==> src/rtl/grid_scanner.sv <==
// grid_scanner: raster generator for the game board.
//
// Walks every cell of a GRID_W x GRID_H board in row-major order and presents
// (x, y) with registered border/first/last flags over a valid/ready handshake.
// Frames run single-shot or continuously, with FRAME_GAP idle cycles between frames.
//
// Optional feature: define GRID_SCANNER_FRAME_CNT_EN to add a 16-bit frame counter
// output (frame_cnt) that increments with every frame_done pulse.
//
// Ports:
//   clk        system clock
//   nrst       synchronous active-low reset
//   enable     0 freezes all state; valid is forced low while frozen
//   start      begin a frame when idle
//   cont       restart automatically after each frame (sampled at the last transfer)
//   abort      drop the current frame and return to idle
//   ready      downstream accepts the current cell
//   valid      x/y/border/first/last are meaningful
//   x, y       current cell column / row
//   border     cell lies on the board edge
//   first      cell is (0,0)
//   last       cell is (GRID_W-1, GRID_H-1)
//   frame_done one-cycle pulse after the last cell is accepted
//   busy       scanner is not idle
//   frame_cnt  completed-frame count (GRID_SCANNER_FRAME_CNT_EN only)
module grid_scanner #(
  parameter int GRID_W    = 16,
  parameter int GRID_H    = 12,
  parameter int XW        = 4,
  parameter int YW        = 4,
  parameter int FRAME_GAP = 4
) (
  input  logic          clk,
  input  logic          nrst,
  input  logic          enable,
  input  logic          start,
  input  logic          cont,
  input  logic          abort,
  input  logic          ready,
  output logic          valid,
  output logic [XW-1:0] x,
  output logic [YW-1:0] y,
  output logic          border,
  output logic          first,
  output logic          last,
  output logic          frame_done,
  output logic          busy
`ifdef GRID_SCANNER_FRAME_CNT_EN
  ,
  output logic [15:0]   frame_cnt
`endif
);

  localparam logic [XW-1:0] XMax    = XW'(GRID_W - 1);
  localparam logic [YW-1:0] YMax    = YW'(GRID_H - 1);
  localparam int            GapW    = (FRAME_GAP > 0) ? $clog2(FRAME_GAP + 1) : 1;
  localparam logic [GapW-1:0] GapInit = GapW'(FRAME_GAP);

  typedef enum logic [1:0] {StIdle, StScan, StGap} state_e;

  state_e          r_state;
  logic            r_valid;
  logic [XW-1:0]   r_x;
  logic [YW-1:0]   r_y;
  logic            r_border;
  logic            r_first;
  logic            r_last;
  logic            r_frame_done;
  logic            r_busy;
  logic [GapW-1:0] r_gap_cnt;
`ifdef GRID_SCANNER_FRAME_CNT_EN
  logic [15:0]     r_frame_cnt;
`endif

  logic          w_at_xmax;
  logic          w_at_last;
  logic [XW-1:0] w_x_adv;
  logic [YW-1:0] w_y_adv;

  function automatic logic f_border(input logic [XW-1:0] fx, input logic [YW-1:0] fy);
    return (fx == '0) || (fx == XMax) || (fy == '0) || (fy == YMax);
  endfunction

  // Coordinates after accepting the current cell; the last cell wraps to (0,0).
  always_comb begin
    w_at_xmax = (r_x == XMax);
    w_at_last = w_at_xmax && (r_y == YMax);
    w_x_adv   = w_at_xmax ? '0 : r_x + XW'(1);
    w_y_adv   = w_at_last ? '0 : (w_at_xmax ? r_y + YW'(1) : r_y);
  end

  always_ff @(posedge clk) begin
    if (!nrst) begin
      r_state      <= StIdle;
      r_valid      <= 1'b0;
      r_x          <= '0;
      r_y          <= '0;
      r_border     <= 1'b1;
      r_first      <= 1'b1;
      r_last       <= 1'b0;
      r_frame_done <= 1'b0;
      r_busy       <= 1'b0;
      r_gap_cnt    <= '0;
`ifdef GRID_SCANNER_FRAME_CNT_EN
      r_frame_cnt  <= '0;
`endif
    end else begin
      // The pulse always clears after one cycle, even while frozen.
      r_frame_done <= 1'b0;
      if (abort) begin
        r_state   <= StIdle;
        r_valid   <= 1'b0;
        r_x       <= '0;
        r_y       <= '0;
        r_border  <= 1'b1;
        r_first   <= 1'b1;
        r_last    <= 1'b0;
        r_busy    <= 1'b0;
        r_gap_cnt <= '0;
      end else if (enable) begin
        unique case (r_state)
          StIdle: begin
            if (start) begin
              r_state <= StScan;
              r_valid <= 1'b1;
              r_busy  <= 1'b1;
            end
          end
          StScan: begin
            r_valid <= 1'b1;
            if (r_valid && ready) begin
              r_x      <= w_x_adv;
              r_y      <= w_y_adv;
              r_border <= f_border(w_x_adv, w_y_adv);
              r_first  <= (w_x_adv == '0) && (w_y_adv == '0);
              r_last   <= (w_x_adv == XMax) && (w_y_adv == YMax);
              if (w_at_last) begin
                r_frame_done <= 1'b1;
`ifdef GRID_SCANNER_FRAME_CNT_EN
                r_frame_cnt  <= r_frame_cnt + 16'd1;
`endif
                if (!cont) begin
                  r_state <= StIdle;
                  r_valid <= 1'b0;
                  r_busy  <= 1'b0;
                end else if (FRAME_GAP > 0) begin
                  r_state   <= StGap;
                  r_valid   <= 1'b0;
                  r_gap_cnt <= GapInit;
                end
                // cont with no gap: stay in scan, (0,0) is presented immediately.
              end
            end
          end
          StGap: begin
            if (r_gap_cnt <= GapW'(1)) begin
              r_state   <= StScan;
              r_valid   <= 1'b1;
              r_gap_cnt <= '0;
            end else begin
              r_gap_cnt <= r_gap_cnt - GapW'(1);
            end
          end
          default: r_state <= StIdle;
        endcase
      end
    end
  end

  // valid is gated by enable so a freeze drops it in the same cycle.
  assign valid      = r_valid && enable;
  assign x          = r_x;
  assign y          = r_y;
  assign border     = r_border;
  assign first      = r_first;
  assign last       = r_last;
  assign frame_done = r_frame_done;
  assign busy       = r_busy;
`ifdef GRID_SCANNER_FRAME_CNT_EN
  assign frame_cnt  = r_frame_cnt;
`endif

endmodule

==> config.mk <==
export PLATFORM = sky130hd
export DESIGN_NAME = grid_scanner
export DESIGN_NICKNAME = d
export VERILOG_FILES = /design/src/rtl/grid_scanner.sv
export SDC_FILE = /design/constraint.sdc
export NUM_CORES = 1
export LEC_CHECK = 0
export BUFFER_PORTS_ARGS = -buffer_cell sky130_fd_sc_hd__buf_2
export CORE_AREA = 2 2 53 55
export DETAILED_ROUTE_END_ITERATION = 7
export DIE_AREA = 0 0 55 57
export PLACE_DENSITY = 0.75
export SETUP_SLACK_MARGIN = 0.5
export SYNTH_ARGS = -nofsm -noshare
export SYNTH_HDL_FRONTEND = slang
export SYNTH_SLANG_ARGS = --single-unit
==> constraint.sdc <==
create_clock -name clk -period 1.97 [get_ports clk]
set_input_delay 0.197 -clock clk [delete_from_list [all_inputs] [get_ports clk]]
set_output_delay 0.197 -clock clk [all_outputs]
set_load 0.01 [all_outputs]
# --- Yosys cells after proc, flatten, opt, wreduce, memory -nomap -nowiden ---
# Index checks and enable logic that the tools add are counted.
op_classes:
  add_sub_neg: 3
  n_lt_le_gt_ge: 1
  n_eq_ne: 12
  muxes: 24
  bitwise: 4
  n_reduce_logical: 21
ops:
  columns: ["op", "count"]
  rows:
  - ["$eq A4 B4 Y1 const B", 4]
  - ["$mux W3", 4]
  - ["$mux W4", 3]
  - ["$ne A2 B2 Y1 const B", 6]
  - ["$mux W2", 5]
  - ["$reduce_and A5 Y1", 2]
  - ["$add A4 B1 Y4 const B", 2]
  - ["$logic_not A4 Y1", 2]
  - ["$mux W1", 8]
  - ["$pmux W2 S3", 1]
  - ["$pmux W3 S2", 1]
  - ["$reduce_and A6 Y1", 1]
  - ["$logic_and A1 B1 Y1", 5]
  - ["$reduce_or A5 Y1", 1]
  - ["$not A1 Y1", 4]
  - ["$reduce_and A4 Y1", 1]
  - ["$reduce_bool A2 Y1", 2]
  - ["$le A3 B1 Y1 const B", 1]
  - ["$logic_or A1 B1 Y1", 3]
  - ["$pmux W1 S3", 1]
  - ["$reduce_and A3 Y1", 1]
  - ["$reduce_bool A3 Y1", 1]
  - ["$sub A3 B1 Y3 const B", 1]
  - ["$eq A2 B1 Y1 const B", 1]
  - ["4 further kinds", 4]
word_totals:
  register_bits: 19
  input_bits: 7
  output_inout_bits: 14
  word_cells: 75

# --- Longest topological paths before layout ---
depth:
  depth_word: 6
  depth_mapped: 8
  ltp_nobuf: 7

# --- Least setup slack after synthesis ---
# OpenSTA, ideal clock, no wires.
synth_path:
  kind: "register to register"
  startpoint: "register r_x[0], in the netlist x[0]"
  endpoint: "register r_first, in the netlist first"
  setup_time_ns: 0.060
  t_arrival_ns: 1.935
  required_ns: 1.910
  slack_ns: -0.025
  stages_incl_launch_ff: 7
  n_path_buf: 0
  synth_period_minus_slack_ns: 1.995
  cell_sequence: "dfxtp_1 > ha_1 > nand3_4 > or4b_1 > o311a_1 > a2111oi_2 > a221o_1"
synth_via:
  elab_chain_cells: 5
  word_cells_on_any_way: 9
  classes_between: "add/sub (1); eq/ne (1); mux (3); reduce/logical (4)"
synth_rtl:
  columns: ["element", "line_no", "source"]
  rows:
  - ["start, declared", "63", "logic [XW-1:0] r_x;"]
  - ["start signal, assigned", "132", "r_x <= w_x_adv;"]
  - ["branches (longest 4 deep; another with $add A4 B1 Y4)", null, null]
  - ["$logic_and A1 B1 Y1 *", "135", "r_first <= (w_x_adv == '0) && (w_y_adv == '0);"]
  - ["end signal, assigned", "135", null]
  - ["end, declared", "66", "logic r_first;"]
# Mark *: on every way between the ends.
# A chain may end at the register's enable or synchronous reset.

# --- Final worst setup path ---
# Same ends and word-level chain as after synthesis.

==> results.txt <==
Layout Skew - 0.00577 ns
Crit path buffers/inverters - 0
Post-Syn Nets - 165
Pre-Repair DR Iteration Count - 4
Final ANT Viol Nets - 0
die area - 3140 µm²
fillers - 235
# port buffers - 20
Setup TNS - 0 ns
Detail Placement HPWL - 2080 µm
GRT overflow - 0
max_cap viols - 0
global-route wire length before repair - 4770 µm
DRT Wirelength - 3120 µm
Crit Path Class - reg2reg
initial core utilization - 45.3%
vias - 1248
worst slew pin tran - 0.489 ns
Sink Count - 19
post-synth cell types - 41
Root Driver - clkbuf_4
Placeable Area - 2620 µm²
PwrDens - 400 nW/µm²
ANT cells - 0
Hold Buf Count CTS - 0
area of the multi-input gates - 823 µm²
worst endpoint required time - 2.23 ns
Peak VDD IR - 0.330 mV
Clk Latency, worst-skew pair - 0.30 ns
Setup crit end kind - register
Die Ht - 57 µm
unrepaired setup endpoints after global routing - true
H-Tree Depth - 1
final setup vio count - 0
Max stage delay on crit path - 0.48 ns
All-Layer GR Usage - 20.5%
initial drt markers - 31
relative slew slack - 67.4%
Mean Syn Cell Area - 7.74 µm²
Synth Register Bits - 19
largest net degree at the start of global routing - 14
vias in the first global route - 1134
Worst Path Arrival - 2.04 ns
Slew Viols, Final - 0
number of synthesized flops with an enable pin - 0
CP cell instances - ha_4 > nand3_4 > or4b_1 > o311a_1 > a2111oi_4 > a221o_1
leading area contributor after synthesis - dfxtp_1
CP Launch Type - register
leak pwr - 0.574 nW
layout cell share with drive strength beyond 1 - 37.8%
# rows - 19
final number of hold-violating endpoints - 0
fin nets - 198
Synth top area share - 32.1%
maximum clock frequency - 0.563 GHz
TritonCTS clock tree - yes
largest cells by area after synthesis - dfxtp_1 (32%), a21oi_1 (6.3%), ha_1 (5.3%), o21ai_0 (5.1%), nand2_1 (4.8%)
wire per inst - 14.5 µm
mapped cell area - 1180 µm²
cts bufs inserted - 3
CP max FO - 4
yosys warns - 0
Die W - 55 µm
post-synthesis async set-or-reset flop share - 0%
CTS clock-pin slew for the worst setup and hold paths - 0.12 ns
Slowest-stage cell, CP - or4b_1
Final Util - 59.9%
Area Overhead vs Synth - 32.2%
residual DRC count - 0
Syn Inst Count - 153
sequential share of the synthesized area - 32.1%
antenna violations before repair - 0
Top FF cell, synth - dfxtp_1
via density per instance - 5.78
Final min period - 1.78 ns
num ports - 21
most frequent cells in the layout - buf_2 (20), buf_4 (18), nand2_1 (15), nor2_1 (15), a21oi_1 (14)
delay-heaviest family, CP - compound AO/OA/AOI/OAI gates
commonest non-fill, non-tap cell in the layout - buf_2
clock buffer depth - 2
final worst path period share - 90.2%
FF/Latch Area - 404 µm²
status - finished, final reports clean
Hold WC Path Type - in2reg
GP Congestion - 0.926
## routing by layer
metal	wire length [µm]	global-route usage, %	vias to the layer above
li1	-	-	617
met1	1380	26.0	598
met2	1590	32.8	27
met3	103	2.62	6
met4	56	11.1	0
met5	0	0	-
## path summary, 6_finish.rpt
check / start / endpoint / slack (ns) / cells after the start
hold reg to reg: busy$_SDFFE_PP0P_ / busy$_SDFFE_PP0P_ / 0.49 / 2
setup reg to reg: x[0]$_SDFFE_PP0P_ / first$_SDFFE_PP1P_ / 0.19 / 6
hold / removal: start / busy$_SDFFE_PP0P_ / 0.17 / 3
setup / recovery: x[0]$_SDFFE_PP0P_ / first$_SDFFE_PP1P_ / 0.19 / 6
## registers in the layout, summed over array words and instances (netlist names)
| register | count |
|---|---|
| busy | 1 |
| y | 4 |
| border | 1 |
| r_state | 2 |
| r_valid | 1 |
| first | 1 |
| r_gap_cnt | 3 |
| last | 1 |
| frame_done | 1 |
| x | 4 |
## worst register-to-register path: stages (launching register included)
cell	delay [ns]
dfxtp_4	0.38
ha_4	0.17
nand3_4	0.06
or4b_1	0.48
o311a_1	0.15
a2111oi_4	0.32
a221o_1	0.18
## cells by family after synthesis
group                      count (synthesis)  share of synthesized area, %
AOI/OAI and AO/OA                         41                          22.3
xor gates and xnor gates                   2                          1.48
adders and majority gates                  5                          5.29
buffers and inverters                     16                          6.13
DFF                                       19                          32.1
muxes                                      2                          1.90
and+or+nand+nor                           68                          30.8
## layout make-up
class	instances	share of cell area, %
clock buffer	4	1.68
inverter	4	0.959
multi-input combinational	118	52.6
timing repair buffer	40	16.5
tap	31	2.48
sequential	19	25.8
## what timing repair did
action / in CTS / in global routing
setup buffers: 7 / 6
setup endpoints to repair: 13 / 15
gates resized for setup: 17 / 11
pin swaps: 7 / 5
## cell usage after synthesis (2+ instances only)
library cell	number
ha_1	5
a21oi_1	15
nor4_1	3
xor2_1	2
nand2_1	15
and3_1	2
nor2b_1	4
inv_1	4
clkbuf_1	7
nor3_1	6
nand4_1	4
o21ai_0	12
and2_1	4
dfxtp_1	19
buf_2	4
nand3b_1	2
nor2_1	15
or4_1	2
mux2_2	2
nand3_1	5
## stage by stage
step,worst slack [ns],instance area (µm²),power (mW),hold WS [ns],std cells
after floorplan,0.181,1240,0.413,0.356,153
after global placement,0.166,1350,0.426,0.466,199
after detailed placement,0.111,1350,0.427,0.467,199
after CTS,0.214,1490,0.633,0.165,210
after global routing,0.129,1570,0.652,0.180,216
final,0.193,1570,0.627,0.172,216
## report_power, final
| part | internal (mW) | leakage [nW] | switching (mW) | total, mW |
|---|---|---|---|---|
| registers | 0.380 | 0.159 | 0.00263 | 0.383 |
| logic | 0.0138 | 0.400 | 0.0203 | 0.0342 |
| clock network | 0.0789 | 0.0150 | 0.131 | 0.210 |
| total | 0.473 | 0.574 | 0.154 | 0.627 |
No activity file was read; power rests on OpenSTA's default activity.
